==> src/rtl/lcd_pkg.sv <==
// Shared constants, state encodings and timer helper for the HD44780 character driver.
// Build option LCD_CURSOR_EN: display-on with cursor/blink and a trailing cursor-placement command.
package lcd_pkg;

    localparam logic [7:0] FUNC_SET = 8'h28;
    localparam logic [7:0] ENTRY    = 8'h06;
`ifdef LCD_CURSOR_EN
    localparam logic [7:0] DISP_ON  = 8'h0F;
    localparam int         REFRESH_LEN = 35;
`else
    localparam logic [7:0] DISP_ON  = 8'h0C;
    localparam int         REFRESH_LEN = 34;
`endif
    localparam logic [7:0] CLEAR    = 8'h01;
    localparam logic [7:0] LINE1    = 8'h80;
    localparam logic [7:0] LINE2    = 8'hC0;

    localparam int TMR_W    = 20;
    localparam int T_SU_CYC = 2;
    localparam int T_HD_CYC = 2;

    typedef enum logic [1:0] {
        PWR_WAIT,
        INIT_SEQ,
        IDLE,
        REFRESH
    } seq_state_t;

    typedef enum logic [2:0] {
        TX_IDLE,
        TX_SETUP,
        TX_EHIGH,
        TX_HOLD,
        TX_GAP,
        TX_POST
    } tx_state_t;

    // A phase of N cycles loads N-1; a load of 0 lasts exactly one cycle.
    function automatic logic [TMR_W-1:0] tmr_load(input int unsigned cycles);
        return (cycles == 0) ? '0 : TMR_W'(cycles - 1);
    endfunction

endpackage

==> src/rtl/lcd_nibble_tx.sv <==
// Panel bus timing engine: sends one nibble or one byte (two nibbles) then waits post_wait.
// Owns the single down-counter; out of reset it times the power-on wait and pulses done.
module lcd_nibble_tx
    import lcd_pkg::*;
#(
    parameter int T_PWR_CYC = 750000,
    parameter int T_E_CYC   = 12,
    parameter int T_NIB_CYC = 50
) (
    input  logic             clk,
    input  logic             rst_n,
    input  logic             start,
    input  logic             rs,
    input  logic [7:0]       data,
    input  logic             nibble_only,
    input  logic [TMR_W-1:0] post_wait,
    output logic             done,
    output logic             e,
    output logic             rs_out,
    output logic [3:0]       db
);

    tx_state_t        state;
    logic [TMR_W-1:0] timer;
    logic [TMR_W-1:0] post_reg;
    logic [3:0]       low_nib;
    logic             second;

    always_ff @(posedge clk or negedge rst_n) begin
        if (!rst_n) begin
            state    <= TX_POST;
            timer    <= tmr_load(T_PWR_CYC);
            post_reg <= '0;
            low_nib  <= '0;
            second   <= 1'b0;
            done     <= 1'b0;
            e        <= 1'b0;
            rs_out   <= 1'b0;
            db       <= '0;
        end else begin
            done <= 1'b0;
            if (state != TX_IDLE && timer != '0) begin
                timer <= timer - 1'b1;
            end else begin
                case (state)
                    TX_IDLE: if (start) begin
                        rs_out   <= rs;
                        db       <= data[7:4];
                        low_nib  <= data[3:0];
                        second   <= nibble_only;
                        post_reg <= post_wait;
                        timer    <= tmr_load(T_SU_CYC);
                        state    <= TX_SETUP;
                    end
                    TX_SETUP: begin
                        e     <= 1'b1;
                        timer <= tmr_load(T_E_CYC);
                        state <= TX_EHIGH;
                    end
                    TX_EHIGH: begin
                        e     <= 1'b0;
                        timer <= tmr_load(T_HD_CYC);
                        state <= TX_HOLD;
                    end
                    TX_HOLD: begin
                        if (second) begin
                            timer <= post_reg;
                            state <= TX_POST;
                        end else begin
                            timer <= tmr_load(T_NIB_CYC);
                            state <= TX_GAP;
                        end
                    end
                    TX_GAP: begin
                        db     <= low_nib;
                        second <= 1'b1;
                        timer  <= tmr_load(T_SU_CYC);
                        state  <= TX_SETUP;
                    end
                    TX_POST: begin
                        done  <= 1'b1;
                        state <= TX_IDLE;
                    end
                    default: state <= TX_IDLE;
                endcase
            end
        end
    end

endmodule

==> src/rtl/lcd_char_driver.sv <==
// 2x16 character shadow buffer with HD44780 4-bit init and full-screen refresh sequencer.
// Build option LCD_CURSOR_EN: cursor/blink on, cursor placed at the last written cell after refresh.
module lcd_char_driver
    import lcd_pkg::*;
#(
    parameter int T_PWR_CYC   = 750000,
    parameter int T_INIT1_CYC = 205000,
    parameter int T_INIT2_CYC = 5000,
    parameter int T_E_CYC     = 12,
    parameter int T_NIB_CYC   = 50,
    parameter int T_CMD_CYC   = 2000,
    parameter int T_CLR_CYC   = 82000
) (
    input  logic       CLK,
    input  logic       RST,
    input  logic       lcd_row,
    input  logic [3:0] lcd_col,
    input  logic [7:0] lcd_char,
    input  logic       lcd_we,
    input  logic       update,
    output logic       lcd_busy,
    output logic       LCD_E,
    output logic       LCD_RS,
    output logic       LCD_RW,
    output logic [3:0] LCD_DB
);

    logic [7:0]       char_buf [32];
    seq_state_t       state;
    logic [5:0]       step;
    logic             inflight, pending;
    logic             tx_start, tx_rs, tx_nib_only, tx_done;
    logic [7:0]       tx_data;
    logic [TMR_W-1:0] tx_post;
    logic [7:0]       cur_byte;
    logic             cur_rs, cur_nib, last_step;
    logic [TMR_W-1:0] cur_post;

    assign LCD_RW = 1'b0;

    always_ff @(posedge CLK or negedge RST) begin
        if (!RST) begin
            for (int i = 0; i < 32; i++) char_buf[i] <= 8'h20;
        end else if (lcd_we) begin
            char_buf[{lcd_row, lcd_col}] <= lcd_char;
        end
    end

`ifdef LCD_CURSOR_EN
    logic [4:0] last_pos;
    always_ff @(posedge CLK or negedge RST) begin
        if (!RST)        last_pos <= '0;
        else if (lcd_we) last_pos <= {lcd_row, lcd_col};
    end
`endif

    // Byte selection reads the buffer when the transfer is issued, so late writes still land.
    always_comb begin
        cur_byte  = 8'h00;
        cur_rs    = 1'b0;
        cur_nib   = 1'b0;
        last_step = 1'b0;
        if (state == INIT_SEQ) begin
            last_step = (step == 6'd7);
            case (step)
                6'd0, 6'd1, 6'd2: begin cur_byte = 8'h30; cur_nib = 1'b1; end
                6'd3:    begin cur_byte = 8'h20; cur_nib = 1'b1; end
                6'd4:    cur_byte = FUNC_SET;
                6'd5:    cur_byte = ENTRY;
                6'd6:    cur_byte = DISP_ON;
                default: cur_byte = CLEAR;
            endcase
        end else begin
            last_step = (step == 6'(REFRESH_LEN - 1));
            if (step == 6'd0) begin
                cur_byte = LINE1;
            end else if (step == 6'd17) begin
                cur_byte = LINE2;
            end else if (step < 6'd17) begin
                cur_byte = char_buf[5'(step - 6'd1)];
                cur_rs   = 1'b1;
            end else if (step < 6'd34) begin
                cur_byte = char_buf[5'(step - 6'd2)];
                cur_rs   = 1'b1;
            end
`ifdef LCD_CURSOR_EN
            else begin
                cur_byte = {1'b1, last_pos[4], 2'b00, last_pos[3:0]};
            end
`endif
        end
        if (state == INIT_SEQ && step == 6'd0)      cur_post = tmr_load(T_INIT1_CYC);
        else if (state == INIT_SEQ && step == 6'd1) cur_post = tmr_load(T_INIT2_CYC);
        else if (!cur_rs && cur_byte == CLEAR)      cur_post = tmr_load(T_CLR_CYC);
        else                                        cur_post = tmr_load(T_CMD_CYC);
    end

    always_ff @(posedge CLK or negedge RST) begin
        if (!RST) begin
            state       <= PWR_WAIT;
            step        <= '0;
            inflight    <= 1'b0;
            pending     <= 1'b0;
            lcd_busy    <= 1'b1;
            tx_start    <= 1'b0;
            tx_rs       <= 1'b0;
            tx_nib_only <= 1'b0;
            tx_data     <= '0;
            tx_post     <= '0;
        end else begin
            tx_start <= 1'b0;
            if (update && state != IDLE) pending <= 1'b1;
            case (state)
                PWR_WAIT: if (tx_done) begin
                    state <= INIT_SEQ;
                    step  <= '0;
                end
                IDLE: if (update || pending) begin
                    state    <= REFRESH;
                    step     <= '0;
                    pending  <= 1'b0;
                    lcd_busy <= 1'b1;
                end
                default: begin
                    if (!inflight) begin
                        tx_start    <= 1'b1;
                        inflight    <= 1'b1;
                        tx_data     <= cur_byte;
                        tx_rs       <= cur_rs;
                        tx_nib_only <= cur_nib;
                        tx_post     <= cur_post;
                    end else if (tx_done) begin
                        inflight <= 1'b0;
                        if (!last_step) begin
                            step <= step + 6'd1;
                        end else if (pending || update) begin
                            // Chain straight into the next refresh so busy never drops.
                            state   <= REFRESH;
                            step    <= '0;
                            pending <= 1'b0;
                        end else begin
                            state    <= IDLE;
                            lcd_busy <= 1'b0;
                        end
                    end
                end
            endcase
        end
    end

    lcd_nibble_tx #(
        .T_PWR_CYC (T_PWR_CYC),
        .T_E_CYC   (T_E_CYC),
        .T_NIB_CYC (T_NIB_CYC)
    ) u_tx (
        .clk         (CLK),
        .rst_n       (RST),
        .start       (tx_start),
        .rs          (tx_rs),
        .data        (tx_data),
        .nibble_only (tx_nib_only),
        .post_wait   (tx_post),
        .done        (tx_done),
        .e           (LCD_E),
        .rs_out      (LCD_RS),
        .db          (LCD_DB)
    );

endmodule

==> config.mk <==
export PLATFORM = sky130hd
export DESIGN_NAME = lcd_char_driver
export DESIGN_NICKNAME = d
export VERILOG_FILES = /design/src/rtl/lcd_pkg.sv /design/src/rtl/lcd_nibble_tx.sv /design/src/rtl/lcd_char_driver.sv
export SDC_FILE = /design/constraint.sdc
export NUM_CORES = 1
export LEC_CHECK = 0
export BUFFER_PORTS_ARGS = -buffer_cell sky130_fd_sc_hd__buf_4
export CAP_MARGIN = 25
export CELL_PAD_IN_SITES_DETAIL_PLACEMENT = 0
export CELL_PAD_IN_SITES_GLOBAL_PLACEMENT = 1
export CORE_ASPECT_RATIO = 1.4
export CORE_UTILIZATION = 54
export DETAILED_ROUTE_END_ITERATION = 16
export GPL_TIMING_DRIVEN = 0
export PLACE_DENSITY_LB_ADDON = 0.08
export REMOVE_ABC_BUFFERS = 1
export SLEW_MARGIN = 20
export SYNTH_ARGS = -nofsm -noshare
export SYNTH_HDL_FRONTEND = slang
export SYNTH_SLANG_ARGS = --single-unit
==> constraint.sdc <==
create_clock -name CLK -period 4.61 [get_ports CLK]
set_input_delay 0.6915 -clock CLK [delete_from_list [all_inputs] [get_ports CLK]]
set_output_delay 0.6915 -clock CLK [all_outputs]
set_load 0.02 [all_outputs]
==> out/metrics.yaml <==
die-height_um: 218
cts_tree: "built"
ir_worst_vdd_mv: 0.314
sw_frac_of_total_pct: 24.7
worst_slack_ns: 0.637
post_cts_buffers: 0
internal-power_mw: 5.79
num_vias: 11304
cts_made_buffers: 35
maxCapViolations: 0
slew_headroom_pct: 30.4
largestRegisters: "char_buf x256, u_tx.timer x20"
timing.rr.end: "tx_data[3]$_DFFE_PN0P_"
final_hold_viol_count: 0
top_register: "char_buf"
p_leak_nw: 8.35
wl_met2_um: 24200
post-dp-hpwl_um: 31400
finClkSkew_ns: 0.00933
grt_pass1_vias: 11828
period_minus_slack_ns: 3.97
pwr-share-comb_pct: 15.3
slew_violations: 0
grtUsageTotal_pct: 29.1
htreeDepth: 2
p_switching_mw: 1.90
fmax_ghz: 0.252
ant_nets: 0
yosysMostFrequentCell: "dfrtp_1"
tns_ns: 0
max_stage_delay_ns: 0.72
initial_core_util_pct: 55.2
largest_reg_flops: 256
startpoint_type: "register"
design_area_sq_um: 19800
ys_warn_count: 0
cts.sinks: 333
synthCells: 1311
tightest_slew_ns: 1.04
drive_gt1_share_pct: 43.8
overflow: 0
crit_type: "reg2reg"
dpl_worst_slack_ns: 0.702
area_growth_pct: 9.91
synth_top_area_share_pct: 39.6
grt_start_max_net_pins: 90
route.met3.wl_um: 1700
crit_top_cell: "a211oi_1"
hold_buffers: 0
r2r_slack_ns: 0.64
num-fill-cells: 2657
clk_latency_ns: 0.52
synth_flop_cell: "dfrtp_1"
synth_common_cells: "285 x dfrtp_1, 278 x mux2_2, 135 x mux4_2, 76 x nand2_1, 56 x nor2_1"
clk_pin_slew_ns: 0.06
worst_setup_path_end_kind: "register"
synth_area_sq_um: 18000
fin_util_pct: 60.7
gp_congestion: 0.918
synth-edff-count: 0
diodes: 0
highest_layer: "met4"
dr.pass1.iters: 4
wl_um: 46500
synth.largest_area_cell: "dfrtp_1"
drt_iter0_markers: 778
clock-root-buffer: "clkbuf_16"
synth_cell_type_count: 80
p_seq_share_pct: 48.2
grt_pass1_wl_um: 73100
final_net_count: 1319
via_per_inst: 6.44
p_clk_share_pct: 36.5
die_width_um: 156
cts_max_path_buffers: 3
reg2regPathDepth: 8
reg2reg_from: "step[1]$_DFFE_PN0P_"
place_area_sq_um: 18600
cp_slowest_cell: "dfrtp_4"
finalPower_mw: 7.69
rsz0062_at_grt: "no"
cp_max_fo: 36
finalSetupViolCount: 0
synth_area_leaders: "dfrtp_1 40%, mux2_2 17%, mux4_2 17%, dfstp_2 7.0%, mux2i_1 1.9%"
seq_area_frac_synth_pct: 46.6
io_pins: 25
seqCellArea_sq_um: 8400
cts_resized: 0
antenna_found_initial: 0
rows: 78
wl_per_cell_um: 26.5
p_per_area_nw_per_um2: 388
min_period_over_period_pct: 86.2
drc: 0
arrival_ns: 4.43
status: "finished, final reports clean"
hold_class: "in2async"
io_buffers: 23
path_cells: "inv_1 -> ha_1 -> a21boi_0 -> xor2_4 -> a211oi_1 -> a211oi_1 -> o32ai_1 -> a21oi_1"
core-area_sq_um: 32600
async_flop_share_pct: 100
wirelength_met1_um: 18300
crit_required_ns: 5.06
synth.avg_cell_area_sq_um: 13.7
ys_ff_latch: 333
dieArea_sq_um: 34100
multiInputGateArea_sq_um: 9190
-- through the flow --
stage,cells,hold WS [ns]
global route,1755,0.252
CTS,1752,0.213
detailed placement,1691,0.457
finish,1755,0.193
global placement,1681,0.453
floorplan,1218,0.396
-- cells by family after synthesis --
group           share of synthesized area [%]
mux                                      36.3
flops                                    46.6
simple gates                             6.79
compound gates                           6.16
buf+inv                                  2.77
fa+ha+maj                               0.765
xor+xnor                                0.542
other cells                            0.0208
-- placed cells by master (no fill, tap or decap), types with 4 or more instances in the layout --
cell type / instances
a221oi_1: 5
a22o_1: 5
or2_2: 4
a21oi_1: 30
buf_16: 9
dfrtp_1: 283
clkbuf_1: 12
nor2b_1: 16
nor3b_1: 8
mux2i_1: 34
mux2_2: 278
nor2_1: 56
nand3_1: 23
nor3_1: 17
clkbuf_16: 37
a31oi_1: 7
mux4_2: 135
a32oi_1: 4
buf_4: 24
a21o_1: 8
nor4_1: 5
o21ai_0: 34
dfstp_2: 48
ha_1: 9
and2_1: 4
clkbuf_8: 7
inv_1: 11
nand3b_1: 6
a211oi_1: 8
o22ai_1: 6
o21ai_1: 4
o211ai_1: 12
nand2_1: 76
-- per-layer routing --
| layer | global-route usage, % | vias up |
|---|---|---|
| met1 | 36.2 | 5997 |
| met2 | 50.0 | 241 |
| met4 | 14.0 | 0 |
| li1 | - | 4979 |
| met3 | 4.03 | 87 |
| met5 | 0 | - |
-- power by group through the flow --
stage	clock network, mW	logic, mW	registers (mW)
finish	2.80	1.17	3.71
global route	2.96	1.25	3.77
CTS	2.85	1.19	3.71
detailed placement	0	1.19	3.75
global placement	0	1.14	3.72
floorplan	0	0.857	3.64
-- final cells by class --
type	instances	area share [%]
clock buffers	56	5.39
repair buffers	36	2.42
well taps	440	2.78
clock inverters	5	0.278
flip-flops and latches	333	42.5
inverters	12	0.228
multi-input cells	873	46.4
-- how the worst max path moves through the flow --
| stage | from | endpoint | depth (start not counted) |
|---|---|---|---|
| 6_report | step[1]$_DFFE_PN0P_ | tx_data[3]$_DFFE_PN0P_ | 8 |
| 5_1_grt | step[1]$_DFFE_PN0P_ | tx_data[2]$_DFFE_PN0P_ | 8 |
| 4_1_cts | step[1]$_DFFE_PN0P_ | tx_data[2]$_DFFE_PN0P_ | 8 |
| 3_5_place_dp | step[1]$_DFFE_PN0P_ | tx_data[2]$_DFFE_PN0P_ | 8 |
| 3_3_place_gp | step[0]$_DFFE_PN0P_ | tx_data[2]$_DFFE_PN0P_ | 8 |
| 2_1_floorplan | step[0]$_DFFE_PN0P_ | tx_data[6]$_DFFE_PN0P_ | 7 |
-- critical path, delay by kind of cell (launching register included) --
family	cells	cell delay [ns]
AOI/OAI and AO/OA	5	1.71
DFF	1	0.72
xor gates and xnor gates	1	0.65
adders and majority gates	1	0.45
buffers and inverters	1	0.34
Note: power is estimated with default switching activity, not from simulation.
